**src/rtl/seg_pkg.sv**
```systemverilog
// seg_pkg: shared types and constants for the seven-segment scan driver.
// Holds the slot FSM state type, the all-off segment/anode patterns and the
// active-low hex-to-segment table ({g,f,e,d,c,b,a}, index = nibble value).
package seg_pkg;
  typedef enum logic {BLANK = 1'b0, SHOW = 1'b1} state_t;
  localparam logic [6:0] SEG_OFF = 7'h7F;
  localparam logic [3:0] AN_OFF = 4'hF;
  localparam logic [15:0][6:0] HEX_SEG = {
    7'h0E, 7'h06, 7'h21, 7'h46, 7'h03, 7'h08, 7'h10, 7'h00,
    7'h78, 7'h02, 7'h12, 7'h19, 7'h30, 7'h24, 7'h79, 7'h40
  };
endpackage

```
**src/rtl/seg_scan_driver_hex_to_seg.sv**
```systemverilog
// hex_to_seg: combinational hex nibble to active-low seven-segment decode.
// Ports: nibble (4-bit hex digit in), seg (7-bit {g,f,e,d,c,b,a}, active-low out).
module hex_to_seg
  import seg_pkg::*;
(
  input  logic [3:0] nibble,
  output logic [6:0] seg
);
  assign seg = HEX_SEG[nibble];
endmodule

```
**src/rtl/seg_scan_driver.sv**
```systemverilog
// seg_scan_driver: registered 4-digit seven-segment scan with anti-ghost blanking.
// Ports: clk, reset (async active-high), load/value/dp_in (pending-buffer write),
//   an (active-low anodes), seg (active-low {g,f,e,d,c,b,a}), dp (active-low),
//   frame_done (pulse at end of digit 3 slot), updated (pulse on buffer swap).
// Optional: define SEG_LEADING_ZERO_BLANK_EN to blank leading-zero digits 3..1.
module seg_scan_driver
  import seg_pkg::*;
#(
  parameter int DIGIT_CYCLES = 100000,
  parameter int BLANK_CYCLES = 1000
) (
  input  logic        clk,
  input  logic        reset,
  input  logic        load,
  input  logic [15:0] value,
  input  logic [3:0]  dp_in,
  output logic [3:0]  an,
  output logic [6:0]  seg,
  output logic        dp,
  output logic        frame_done,
  output logic        updated
);
  localparam int CW = $clog2(DIGIT_CYCLES);
  localparam logic [CW-1:0] CNT_LAST = CW'(DIGIT_CYCLES - 1);
  localparam logic [CW-1:0] CNT_BLANK = CW'(BLANK_CYCLES);

  logic [CW-1:0] cnt_q, cnt_d;
  logic [1:0]    idx_q, idx_d;
  state_t        state_q, state_d;
  // Buffers hold {dp[3:0], value[15:0]}.
  logic [19:0]   disp_q, disp_d, pend_q, pend_d;
  logic          pv_q, pv_d;
  logic          wrap, boundary, show, lz, dp_sel;
  logic [3:0]    nib, an_d;
  logic [6:0]    hex, seg_d;
  logic          dp_d;

  hex_to_seg u_hex (.nibble(nib), .seg(hex));

  always_comb begin
    wrap     = cnt_q == CNT_LAST;
    boundary = wrap && idx_q == 2'd3;
    cnt_d    = wrap ? '0 : cnt_q + 1'b1;
    idx_d    = wrap ? idx_q + 2'd1 : idx_q;
    // state_q tracks cnt_q, so outputs registered from it lag the counter by one.
    state_d  = cnt_d < CNT_BLANK ? BLANK : SHOW;
    pend_d   = load ? {dp_in, value} : pend_q;
    // A load coinciding with the boundary stays pending for the next frame.
    pv_d     = load | (pv_q & ~boundary);
    disp_d   = (boundary && pv_q) ? pend_q : disp_q;
    nib      = disp_q[{idx_q, 2'b00} +: 4];
    dp_sel   = disp_q[5'd16 + {3'd0, idx_q}];
`ifdef SEG_LEADING_ZERO_BLANK_EN
    lz = (idx_q == 2'd3 && disp_q[15:12] == 4'd0) ||
         (idx_q == 2'd2 && disp_q[15:8] == 8'd0) ||
         (idx_q == 2'd1 && disp_q[15:4] == 12'd0);
`else
    lz = 1'b0;
`endif
    show  = state_q == SHOW;
    an_d  = show ? ~(4'b0001 << idx_q) : AN_OFF;
    seg_d = (show && !lz) ? hex : SEG_OFF;
    dp_d  = show ? ~dp_sel : 1'b1;
  end

  always_ff @(posedge clk or posedge reset) begin
    if (reset) begin
      cnt_q      <= '0;
      idx_q      <= '0;
      state_q    <= BLANK;
      disp_q     <= '0;
      pend_q     <= '0;
      pv_q       <= 1'b0;
      an         <= AN_OFF;
      seg        <= SEG_OFF;
      dp         <= 1'b1;
      frame_done <= 1'b0;
      updated    <= 1'b0;
    end else begin
      cnt_q      <= cnt_d;
      idx_q      <= idx_d;
      state_q    <= state_d;
      disp_q     <= disp_d;
      pend_q     <= pend_d;
      pv_q       <= pv_d;
      an         <= an_d;
      seg        <= seg_d;
      dp         <= dp_d;
      frame_done <= boundary;
      updated    <= boundary && pv_q;
    end
  end
endmodule

```
**config.mk**
```make
export PLATFORM = sky130hd
export DESIGN_NAME = seg_scan_driver
export DESIGN_NICKNAME = d
export VERILOG_FILES = /design/src/rtl/seg_pkg.sv /design/src/rtl/seg_scan_driver_hex_to_seg.sv /design/src/rtl/seg_scan_driver.sv
export SDC_FILE = /design/constraint.sdc
export NUM_CORES = 1
export LEC_CHECK = 0
export ABC_AREA = 1
export BUFFER_PORTS_ARGS = -buffer_cell sky130_fd_sc_hd__buf_2
export CORE_AREA = 5 5 116 118
export CTS_BUF_LIST = sky130_fd_sc_hd__clkbuf_4 sky130_fd_sc_hd__clkbuf_8 sky130_fd_sc_hd__clkbuf_16
export DETAILED_ROUTE_END_ITERATION = 10
export DIE_AREA = 0 0 121 123
export GPL_TIMING_DRIVEN = 1
export SLEW_MARGIN = 20
export SYNTH_ARGS = -nofsm -noshare
export SYNTH_HDL_FRONTEND = slang
export SYNTH_SLANG_ARGS = --single-unit
```
**constraint.sdc**
```tcl
create_clock -name clk -period 5.4 [get_ports clk]
set_input_delay 0.27 -clock clk [delete_from_list [all_inputs] [get_ports clk]]
set_output_delay 0.27 -clock clk [all_outputs]
set_load 0.02 [all_outputs]
```
# After elaboration in Yosys (flattened, before gate mapping)
# Memories as Yosys holds them, arrays and structs flattened.
# Index checks and enable logic that the tools add are counted.
[classes] n_addsub=3 n_lt_le_gt_ge=3 n_eq_ne=2 shift=2 muxes=8 bitwise_logic=5 n_reduce_logical=2
[op_table] cell="$shiftx 20x5->4" n=1
[op_table] cell="$add 17x1->17 const B" n=1
[op_table] cell="$eq 17x17->1 const B" n=1
[op_table] cell="$lt 17x10->1 const B" n=1
[op_table] cell="$mux 17" n=1
[op_table] cell="$mux 7" n=2
[op_table] cell="$lt 5x6->1 const B" n=1
[op_table] cell="$add 5x2->5 const A" n=1
[op_table] cell="$bmux 1 s5" n=1
[op_table] cell="$lt 4x5->1 const B" n=1
[op_table] cell="$mux 4" n=1
[op_table] cell="$not 4->4" n=1
[op_table] cell="$shl 1x2->4 const A" n=1
[op_table] cell="$mux 1" n=3
[op_table] cell="$add 2x1->2 const B" n=1
[op_table] cell="$eq 2x2->1 const B" n=1
[op_table] cell="$logic_and 1x1->1" n=2
[op_table] cell="$not 1->1" n=2
[op_table] cell="$and 1x1->1" n=1
[op_table] cell="$or 1x1->1" n=1
[totals] ff_bits=75 romBits=112 inputBits=23 output_inout_bits=14 wordCells=37 n_memories=1
[memory_table] memory="(name not given)" depth=16 width=7 read_ports=1 rd_ports_with_merged_regs=0 write_ports=0 line="seg_scan_driver_hex_to_seg.sv:9" source="assign seg = HEX_SEG[nibble];"

# Longest topological paths before layout
# Gate-level depths: netlist of run 1.
[logic_depth] ltp_word=5 depth_mapped=11

# By module
# A second synthesis of run 1 with hierarchy kept.
[unflattened] hier_cells=453 area_unflattened_um2=3789.9
[by_module_without_submodules] module="seg_scan_driver" instances=1 cells_each=404 area_per_inst_um2=3515.9 seq_area_each_um2=1891.8
[by_module_without_submodules] module="hex_to_seg" instances=1 cells_each=49 area_per_inst_um2=274.0 seq_area_each_um2=0.0

# Least setup slack after synthesis of run 1
# Ideal clock, no wire load.
[synth_timing] path_type="register to register" from="reg cnt_q[0]" to="reg disp_q[0]" setup_ps=121 t_arrival_ps=1498 t_required_ps=5279 path_slack_ps=3781 path_stages_with_launch=10 period_less_slack_ps=1619 cell_sequence="dfrtp_1 -> ha_1 -> nand2_1 -> inv_2 -> nand2_2 -> nor2_2 -> nand2_4 -> nor3_4 -> buf_4 -> a21oi_2"
[synth_via] elab_chain_cells=3
[synth_lines] element="start, declared" line="seg_scan_driver.sv:27" source="logic [CW-1:0] cnt_q, cnt_d;"
[synth_lines] element="start signal, assigned" line="seg_scan_driver.sv:80" source="cnt_q <= cnt_d;"
[synth_lines] element="$eq 17x17->1" line="seg_scan_driver.sv:41" source="wrap = cnt_q == CNT_LAST;"
[synth_lines] element="$logic_and 1x1->1" line="seg_scan_driver.sv:42" source="boundary = wrap && idx_q == 2'd3;"
[synth_lines] element="$logic_and 1x1->1" line="seg_scan_driver.sv:50" source="disp_d = (boundary && pv_q) ? pend_q : disp_q;"
[synth_lines] element="end signal, assigned" line="seg_scan_driver.sv:83" source="disp_q <= disp_d;"
[synth_lines] element="end, declared" line="seg_scan_driver.sv:31" source="logic [19:0] disp_q, disp_d, pend_q, pend_d;"
# Every way passes these cells.
# A chain may end at the register's enable or synchronous reset.

# Worst setup path after layout of run 1
[layout_timing] from="reg idx_q[0]" to="reg seg[2]"
[layout_via] elab_chain_cells=4
[layout_lines] element="start, declared" line="seg_scan_driver.sv:28" source="logic [1:0] idx_q, idx_d;"
[layout_lines] element="start signal, assigned" line="seg_scan_driver.sv:81" source="idx_q <= idx_d;"
[layout_lines] element="$shiftx 20x5->4" line="seg_scan_driver.sv:51" source="nib = disp_q[{idx_q, 2'b00} +: 4];"
[layout_lines] element="$mem_v2 16x7"
[layout_lines] element="$mux 7 (not written as such)" line="seg_scan_driver_hex_to_seg.sv:9"
[layout_lines] element="$mux 7" line="seg_scan_driver.sv:62" source="seg_d = (show && !lz) ? hex : SEG_OFF;"
[layout_lines] element="named net seg_d[2]" line="seg_scan_driver.sv:35" source="logic [6:0] hex, seg_d;"
[layout_lines] element="end signal, assigned" line="seg_scan_driver.sv:87" source="seg <= seg_d;"
[layout_lines] element="end, declared" line="seg_scan_driver.sv:18" source="output logic [6:0] seg,"
# The timed path passes the listed nets, and every way through them passes these cells. The select of a mux whose other input is x is not followed.

==> reports/metrics.csv, run 1 <==
stage,metric,value,unit
die,Die Ht,123,um
drt,routed via count,2727,
die,Die Area,14900,um2
synth,synthesized area per cell,8.47,um2
clock_network,total clock buffers created by CTS,9,
placement,pre-CTS setup slack,3200,ps
final_layout,n_diodes,0,
grt,first-pass GRT wire length,12800,um
final_layout,most frequent cells in the layout,"nand2_1, dfrtp_1, inv_1",
final_layout,Reg area,1890,um2
sta,setup tns final,0,ps
final_layout,Multi-input gate area,1390,um2
worst_setup_path,Startpoint Class,flip-flop,
worst_setup_path,crit end category,flip-flop,
worst_setup_path,WS Path Type,reg -> reg,
run_status,status,completed,
clock_network,cts hold-fix bufs,0,
sta,final critical-path required period,2210,ps
final_layout,"Design Area, Final",4290,um2
sta,final hold vios,0,
drt,DRC viols,0,
clock_network,Worst-path clk slew,60,ps
synth,Mapped Area,3610,um2
placement,port bufs,36,
final_layout,final core utilization,34.7,%
synth,YS warnings,0,
drt,Avg Vias per Cell,4.27,
worst_setup_path,FF-to-FF End,seg[2],
sta,Setup Skew,8.28,ps
job,MaxCap Viol Count,0,
pwr,PwrDens,306,nW/um2
worst_setup_path,CP required,5600,ps
placement,RePlAce Congestion,0.893,
final_layout,number of fill cells,1282,
min_path,hold depth,3,
drt,routed wire length,7360,um
min_path,Hold Crit Class,in -> reg,
grt,largest net degree at the start of global routing,76,
worst_setup_path,CP arrival,2410,ps
synth,Synth Instances,426,
drt,DRT antenna net count,0,
die,Cell Rows,41,
drt,TritonRoute pass-1 iters,4,
clock_network,H-tree level count,3,
min_path,WHS Endpoint,pend_q[13],
sta,RSZ-0062 raised after global routing,false,
synth,syn_nets,460,
placement,dpl hpwl,5360,um
clock_network,buffer count from post-CTS setup fixing,0,
grt,GR Layer Usage met1,14.3,%
clock_network,CTS resizes,0,
grt,total gr overflow,0,
die,Die W,121,um
sta,Worst slew margin,37.6,%
final_layout,Post-Layout Cell Count,639,
pwr,overall power,1.31,mW
clock_network,clock buffer depth,2,
sta,Tcrit/Tclk final,40.9,%
grt,All-Layer GR Usage,10.8,%
sta,Final setup viols,0,
die,Ports,37,
sta,worst setup margin,3190,ps
grt,GR Util met2,16.5,%
worst_setup_path,r2r startpoint,idx_q[0],
synth,"Seq/Total Area, Yosys",52.4,%
synth,Yosys reg bits,75,
sta,Fin Hold WS,145,ps
die,initial core utilization,29.2,%
placement,Placed Area,3940,um2
clock_network,"Clk Latency, worst-skew pair",330,ps
grt,antenna violations before repair,0,
placement,cell total after placement,623,
drt,Starting DRT DRC Count,161,
sta,Slew Limit Fails,0,
pwr,Leak Pwr,2.11,nW
clock_network,Clock Root Buffer,clkbuf_16,
clock_network,CTS tree,done,
worst_setup_path,Register-to-Register Path Depth,7,
synth,Async SR Flop Fraction,100,%
die,Core Region,12400,um2
synth,Synth Flop Type,dfrtp_1,
sta,Worst Tran Pin Value,936,ps
final_layout,Final #Nets,496,
clock_network,CTS sink count,75,
final_layout,Area Overhead vs Synth,18.9,%
worst_setup_path,"reg-to-reg slack, setup",3190,ps
min_path,hold_sp,value[13],
worst_setup_path,worst-path fanout max,14,
pwr,maximum vdd drop,0.000145,V
final_layout,"most common cell after layout, fill and taps aside",nand2_1,
synth,number of synthesized flops with an enable pin,0,
grt,vias in the first global route,2700,
drt,drt wl/cell,11.5,um
grt,GR peak layer,met2,
sta,FMAX,452,MHz
grt,met3 Use GR,2.56,%
final_layout,fraction of layout cells with a size suffix above 1,20.3,%
synth,Cell variety after synth,28,
==> synth_stat cells, types with 3 or more instances <==
library cell / number / area (um2)
a21oi_1: 5 / 25.0
a21oi_2: 16 / 140
buf_2: 3 / 15.0
buf_6: 3 / 33.8
clkbuf_1: 6 / 22.5
dfrtp_1: 63 / 1580
dfstp_2: 12 / 315
ha_1: 11 / 138
inv_1: 62 / 233
inv_2: 3 / 11.3
mux2_2: 3 / 33.8
nand2_1: 100 / 375
nand3_1: 29 / 145
nor2_1: 55 / 206
o21ai_0: 32 / 160
xor2_1: 5 / 43.8
==> per-layer routing <==
| layer | wire length (um) | vias up | part of all wire [%] |
|---|---|---|---|
| li1 | - | 1390 | - |
| met1 | 3440 | 1253 | 47 |
| met2 | 3350 | 65 | 46 |
| met3 | 371 | 19 | 5.0 |
| met4 | 191 | 0 | 2.6 |
| met5 | 0 | - | 0 |
==> flip-flops by register name (all words and copies together), names as in the netlist, 2 cells and up <==
register  cells
disp_q       20
pend_q       20
cnt_q        17
seg           7
an            4
idx_q         2
==> cell families after synthesis <==
group / Yosys count / synth area share (%)
compound gates: 59 / 10.2
fa+ha+maj: 11 / 3.82
flops: 75 / 52.4
mux: 3 / 0.936
xor+xnor: 5 / 1.21
simple gates: 195 / 22.4
buf+inv: 78 / 8.95
==> layout make-up <==
cell class | instances | area share, %
well taps | 172 | 5.02
inverters | 65 | 5.69
flip-flops and latches | 75 | 44.1
multi-input cells | 273 | 32.5
repair buffers | 38 | 4.55
clock inverters | 7 | 2.89
clock buffers | 9 | 5.25
==> worst max-delay path, cell delays in order, from the launching register on <==
cell and delay [ps]:
dfrtp_1 590, inv_1 320, nand2_1 130, nand3_1 80
nand2_1 230, inv_1 110, ha_1 220, o311ai_0 410
==> where the power goes <==
| group | switching, mW | total, mW | internal (mW) |
|---|---|---|---|
| clock network | 0.235 | 0.691 | 0.456 |
| registers | 0.00418 | 0.580 | 0.576 |
| logic | 0.0287 | 0.0425 | 0.0138 |
| total | 0.268 | 1.31 | 1.05 |
==> worst max-delay path by stage <==
| stage | from | end | slack (ps) | cells past startpoint |
|---|---|---|---|---|
| 3_3_place_gp | idx_q[0] | seg[2] | 3310 | 7 |
| 4_1_cts | idx_q[0] | seg[2] | 3170 | 7 |
| 5_1_grt | idx_q[0] | seg[2] | 2980 | 7 |
| 2_1_floorplan | reset | cnt_q[0] | 3240 | 1 |
| 3_5_place_dp | idx_q[0] | seg[2] | 3200 | 7 |
| 6_report | idx_q[0] | seg[2] | 3190 | 7 |
No activity file was read; power rests on OpenSTA's default activity.
==> inputs of run 2 (changes only) <==
==> constraint.sdc (replaced) <==
create_clock -name clk -period 1.95 [get_ports clk]
set_input_delay 0.0975 -clock clk [delete_from_list [all_inputs] [get_ports clk]]
set_output_delay 0.0975 -clock clk [all_outputs]
set_load 0.02 [all_outputs]
==> reports/metrics.csv, run 2 (synthesis gave the netlist of run 1 again) <==
stage,metric,value,unit,change
final_layout,registers with the most flip-flops,"disp_q: 20 flops, pend_q: 20 flops, cnt_q: 17 flops",,
job,MaxCap Viol Count,0,,unchanged
grt,GR Layer Usage met1,14.6,%,+0.36 points
final_layout,most frequent cells in the layout,"nand2_1, dfrtp_1, inv_1",,
grt,vias in the first global route,2773,,+2.7%
sta,Worst Tran Pin Value,431,ps,-504 ps
clock_network,total clock buffers created by CTS,9,,unchanged
drt,DRC viols,0,,unchanged
run_status,status,completed,,
drt,Starting DRT DRC Count,144,,-11%
die,initial core utilization,29.2,%,unchanged
pwr,maximum vdd drop,0.000430,V,+200%
drt,routed wire length,7740,um,+5.2%
sta,setup tns final,0,ps,unchanged
worst_setup_path,Startpoint Class,flip-flop,,
die,Die Area,14900,um2,unchanged
die,Cell Rows,41,,unchanged
sta,Setup Skew,7.21,ps,-1.08 ps
drt,Avg Vias per Cell,4.27,,about the same
placement,cell total after placement,627,,+0.64%
grt,met3 Use GR,3.16,%,+0.59 points
final_layout,n_diodes,0,,unchanged
worst_setup_path,CP arrival,2080,ps,-330 ps
grt,largest net degree at the start of global routing,67,,-12%
grt,GR peak layer,met2,,
clock_network,CTS sink count,75,,unchanged
pwr,overall power,3.48,mW,+170%
drt,drt wl/cell,11.5,um,+0.17%
placement,RePlAce Congestion,0.915,,+2.4%
drt,DRT antenna net count,0,,unchanged
grt,total gr overflow,0,,unchanged
min_path,Hold Crit Class,in -> reg,,
pwr,PwrDens,757,nW/um2,+150%
clock_network,clock buffer depth,2,,unchanged
placement,port bufs,36,,unchanged
grt,All-Layer GR Usage,10.8,%,-0.047 points
die,Die Ht,123,um,unchanged
worst_setup_path,CP bufs+invs,3,,+1
sta,Final setup viols,0,,unchanged
final_layout,Final #Nets,528,,+6.5%
clock_network,CTS tree,done,,
sta,Slew Limit Fails,0,,unchanged
sta,Tcrit/Tclk final,93.2,%,+52 points
placement,dpl hpwl,5360,um,about the same
clock_network,H-tree level count,3,,unchanged
pwr,Leak Pwr,2.24,nW,+6.2%
worst_setup_path,worst-path cell chain,"ha_2, nand2_1, inv_2, nand2_2, nor2_2, nand2_4, nor3_4, buf_4, buf_12, nor2_1, a21oi_2",,
drt,routed via count,2863,,+5.0%
die,Die W,121,um,unchanged
clock_network,"Clk Latency, worst-skew pair",340,ps,about the same
worst_setup_path,worst-path fanout max,21,,+7
worst_setup_path,CP required,2220,ps,-3380 ps
grt,first-pass GRT wire length,12800,um,+0.49%
clock_network,Worst-path clk slew,60,ps,about the same
grt,GR Util met2,16.4,%,-0.069 points
die,Ports,37,,unchanged
sta,Worst slew margin,71.2,%,+34 points
die,Core Region,12400,um2,unchanged
worst_setup_path,critical path's slowest cell,dfrtp_1,,
final_layout,fraction of layout cells with a size suffix above 1,22.0,%,+1.7 points
grt,antenna violations before repair,0,,unchanged
worst_setup_path,crit end category,flip-flop,,
sta,final critical-path required period,1820,ps,-393 ps
clock_network,Clock Root Buffer,clkbuf_16,,
worst_setup_path,WS Path Type,reg -> reg,,
worst_setup_path,"CP delay by family, top",simple AND/OR/NAND/NOR gates,,
final_layout,final core utilization,37.2,%,+2.5 points
final_layout,"most common cell after layout, fill and taps aside",nand2_1,,
sta,FMAX,550,MHz,+22%
sta,Fin Hold WS,152,ps,+7.26 ps
final_layout,Post-Layout Cell Count,671,,+5.0%
worst_setup_path,"Largest stage delay, worst path",400,ps,-190 ps
sta,final hold vios,0,,unchanged
final_layout,Area Overhead vs Synth,27.5,%,
drt,TritonRoute pass-1 iters,6,,+2
-- run 2: cell types whose count changed in the layout (fill, tap and decap cells not counted), moves of 2 or more --
| cell | delta |
|---|---|
| buf_4 | +7 |
| clkinv_4 | +2 |
| buf_12 | +2 |
| clkinvlp_4 | +2 |
| dlygate4sd3_1 | +21 |
| bufinv_16 | -2 |
-- run 2: metal layers --
layer / part of all wire (%) / up-vias
met1: 49 / 1318
met3: 5.3 / 10
met2: 45 / 72
met5: 0 / -
met4: 1.2 / 0
li1: - / 1463
-- run 2: layout make-up --
cell class                      count  area (um2)
Fill cell                        1268        7760
Sequential cell                    75        1890
Multi-Input combinational cell    273        1400
Timing Repair Buffer               70         534
Inverter                           65         248
Clock buffer                        9         225
Tap cell                          172         215
Clock inverter                      7        86.3
-- run 2: repair_timing --
| action | 4_1_cts | 5_1_grt |
|---|---|---|
| hold buffers | 21 | 0 |
| endpoints found under the hold margin | 29 | 0 |
| endpoints found under the setup margin | 0 | 17 |
| resized for setup | 0 | 4 |
| buffers inserted | 0 | 5 |
-- run 2: final timing paths --
| path | depth (start not counted) | to | start | slack (ps) |
|---|---|---|---|---|
| setup / recovery | 11 | disp_q[10] | cnt_q[0] | 130 |
| max in group asynchronous | 4 | seg[1] | reset | 1030 |
| setup reg to reg | 11 | disp_q[10] | cnt_q[0] | 130 |
| hold / removal | 3 | pend_q[15] | load | 150 |
| hold reg to reg | 1 | cnt_q[0] | cnt_q[0] | 500 |
| min in group asynchronous | 3 | cnt_q[15] | reset | 260 |
-- run 2: power breakdown --
group | total, mW | internal (mW) | switching, mW
Combinational | 0.155 | 0.0697 | 0.0851
Sequential | 1.61 | 1.59 | 0.0121
Clock | 1.72 | 1.01 | 0.706
-- run 2: stage by stage --
stage	area (um2)	setup slack [ps]
global route	4600	-34.8
floorplan	3610	331
CTS	4520	65.3
global placement	4000	142
finish	4600	132
detailed placement	4000	81.5
-- run 2: worst min-delay path: stages --
cell and delay [ps]:
buf_2 200, nand2_1 90, o21ai_0 60
==> inputs of run 3 (changes only) <==
--- a/config.mk
+++ b/config.mk
@@ -5,12 +5,13 @@
 export SDC_FILE = /design/constraint.sdc
 export NUM_CORES = 1
 export LEC_CHECK = 0
-export ABC_AREA = 1
+export ABC_AREA = 0
 export BUFFER_PORTS_ARGS = -buffer_cell sky130_fd_sc_hd__buf_2
-export CORE_AREA = 5 5 116 118
+export CORE_AREA = 5 5 115 117
 export CTS_BUF_LIST = sky130_fd_sc_hd__clkbuf_4 sky130_fd_sc_hd__clkbuf_8 sky130_fd_sc_hd__clkbuf_16
 export DETAILED_ROUTE_END_ITERATION = 10
-export DIE_AREA = 0 0 121 123
+export DIE_AREA = 0 0 120 122
+export GPL_ROUTABILITY_DRIVEN = 1
 export GPL_TIMING_DRIVEN = 1
 export SLEW_MARGIN = 20
 export SYNTH_ARGS = -nofsm -noshare
==> reports/metrics.csv, run 3 <==
stage,metric,value,unit,change
clock_network,Worst-path clk slew,60,ps,about the same
drt,drt wl/cell,13.7,um,+19%
final_layout,"Design Area, Final",4760,um2,+3.6%
pwr,Leak Pwr,2.19,nW,-2.5%
final_layout,final core utilization,38.9,%,+1.6 points
final_layout,Post-Layout Cell Count,522,,-22%
drt,TritonRoute pass-1 iters,4,,-2
drt,met2 WL,3210,um,-7.8%
sta,worst setup margin,-333,ps,-465 ps
worst_setup_path,Startpoint Class,flip-flop,,
die,Cell Rows,41,,unchanged
synth,Async SR Flop Fraction,100,%,unchanged
placement,RePlAce Congestion,0.813,,-11%
synth,Synth Instances,272,,-36%
placement,port bufs,36,,unchanged
clock_network,H-tree level count,3,,unchanged
synth,largest area contributor in the netlist,dfrtp_1,,
clock_network,CTS sink count,75,,unchanged
drt,routed wire length,7160,um,-7.5%
drt,Avg Vias per Cell,4.50,,+5.6%
final_layout,Final #Nets,401,,-24%
synth,Synth top cells by count,"dfrtp_1, mux2_2, mux2_4, nand2_1, dfstp_2",,
grt,total gr overflow,0,,unchanged
sta,FMAX,438,MHz,-20%
sta,final hold vios,0,,unchanged
final_layout,Reg area,1890,um2,unchanged
synth,syn_nets,306,,-33%
drt,DRC viols,0,,unchanged
clock_network,clock buffer depth,2,,unchanged
drt,Met3 Routed Length,300,um,-27%
synth,YS warnings,0,,unchanged
synth,cell with the most instances after synthesis,dfrtp_1,,
sta,Final setup viols,35,,+35
clock_network,total clock buffers created by CTS,9,,unchanged
clock_network,"Clk Latency, worst-skew pair",330,ps,about the same
synth,largest cells by area after synthesis,"dfrtp_1, dfstp_2, mux2_4",,
sta,Worst slew margin,62.6,%,-8.6 points
drt,DRT antenna net count,0,,unchanged
synth,Yosys reg bits,75,,unchanged
drt,uppermost layer routed,met4,,
grt,first-pass GRT wire length,12000,um,-6.2%
placement,cell total after placement,478,,-24%
sta,Setup Skew,7.73,ps,+0.525 ps
placement,Placed Area,4110,um2,+2.9%
synth,Synth top area share,44.5,%,+0.77 points
sta,final critical-path required period,2280,ps,+465 ps
pwr,maximum vdd drop,0.000399,V,-7.3%
sta,Worst Tran Pin Value,560,ps,+128 ps
synth,Cell variety after synth,50,,+79%
worst_setup_path,CP required,2170,ps,-50 ps
final_layout,registers with the most flip-flops,"disp_q: 20 flops, pend_q: 20 flops, cnt_q: 17 flops",,
final_layout,n_diodes,0,,unchanged
sta,RSZ-0062 raised after global routing,true,,
drt,routed via count,2351,,-18%
final_layout,number of fill cells,1160,,-8.5%
drt,WL met1,3540,um,-5.8%
die,Die Ht,122,um,-0.81%
synth,"Seq/Total Area, Yosys",53.4,%,+0.93 points
drt,Starting DRT DRC Count,72,,-50%
die,Ports,37,,unchanged
die,Die Area,14600,um2,-1.6%
job,MaxCap Viol Count,0,,unchanged
clock_network,Clock Root Buffer,clkbuf_16,,
sta,Tcrit/Tclk final,117,%,+24 points
worst_setup_path,WS Path Type,reg -> reg,,
die,Core Region,12300,um2,-0.83%
synth,synthesized area per cell,13.0,um2,+54%
placement,dpl hpwl,4880,um,-9.0%
worst_setup_path,CP arrival,2500,ps,+420 ps
synth,Mapped Area,3540,um2,-1.7%
grt,largest net degree at the start of global routing,27,,-60%
sta,Slew Limit Fails,0,,unchanged
sta,setup tns final,-8770,ps,-8770 ps
worst_setup_path,worst-path fanout max,20,,-4.8%
synth,Synth Flop Type,dfrtp_1,,
final_layout,most frequent cells in the layout,"dfrtp_1, buf_2, buf_4",,
min_path,Hold Crit Class,in -> reg,,
final_layout,fraction of layout cells with a size suffix above 1,46.0,%,+24 points
final_layout,Multi-input gate area,1610,um2,+15%
die,Die W,120,um,-0.83%
run_status,status,"finished, violations left",,
pwr,PwrDens,712,nW/um2,-6.0%
die,initial core utilization,28.9,%,-0.27 points
grt,All-Layer GR Usage,10.4,%,-0.33 points
final_layout,"most common cell after layout, fill and taps aside",dfrtp_1,,
grt,vias in the first global route,2454,,-12%
final_layout,Area Overhead vs Synth,34.4,%,
clock_network,CTS tree,done,,
worst_setup_path,crit end category,flip-flop,,
synth,number of synthesized flops with an enable pin,0,,unchanged
pwr,overall power,3.39,mW,-2.6%
grt,antenna violations before repair,0,,unchanged
run_status,failing checks,setup timing,,
run 3: changes by cell type after synthesis, sizes merged, moves of 4 or more:
cell / previous run / this run
nand2: 103 / 20
inv: 65 / 8
nor2: 57 / 11
mux2: 3 / 41
o21ai: 32 / 7
nand3: 29 / 8
a21oi: 21 / 4
xnor2: 0 / 9
mux4: 0 / 5
nor2b: 0 / 4
run 3: final timing paths:
kind | slack [ps] | startpoint | endpoint | cells after the start
hold / removal | 280 | load | pv_q | 2
setup / recovery | -330 | cnt_q[12] | disp_q[19] | 6
hold reg to reg | 510 | pend_q[7] | disp_q[7] | 1
min in group asynchronous | 370 | reset | cnt_q[2] | 3
setup reg to reg | -330 | cnt_q[12] | disp_q[19] | 6
max in group asynchronous | 960 | reset | an[3] | 4
run 3: through the flow:
stage	worst slack, ps	hold slack (ps)
floorplan	-384	249
global placement	-295	186
detailed placement	-331	190
CTS	-346	271
global route	-392	307
finish	-333	276
run 3: kinds of logic after synthesis:
group	Yosys count	share of synthesized area, %
multiplexers	47	18.6
AND/OR/NAND/NOR	68	10.6
buffers and inverters	22	3.04
flip-flops	75	53.4
AO/OA/AOI/OAI	32	6.28
adder cells (fa/ha/maj)	11	3.88
XOR/XNOR	17	4.20
run 3: critical path: stages (launching register included):
cell	delay [ps]
dfrtp_1	370
or4b_1	520
or4b_4	520
nor3_4	160
nand3_2	110
buf_12	190
mux2_4	310
run 3: power breakdown:
group / total, mW / switching (mW) / internal, mW
Clock: 1.62 / 0.727 / 0.897
Combinational: 0.144 / 0.0581 / 0.0861
Sequential: 1.62 / 0.0233 / 1.60
run 3: final cells by class:
class	instances	share of cell area (%)
inverters	8	0.709
well taps	150	3.94
multi-input cells	175	33.8
flip-flops and latches	75	39.7
repair buffers	98	15.7
clock buffers	9	4.73
clock inverters	7	1.47
run 3: repair_timing:
item | 4_1_cts | 5_1_grt
endpoints found under the setup margin | 35 | 40
hold buffers | 21 | 0
endpoints found under the hold margin | 42 | 0
gates resized for setup | 12 | 15
buffers inserted | 5 | 3
pin swaps | 6 | 2
run 3: metal layers:
layer | up-vias | GRT usage [%]
met2 | 45 | 15.3
met5 | - | 0
met1 | 1135 | 14.4
met4 | 0 | 4.80
li1 | 1161 | -
met3 | 10 | 2.69
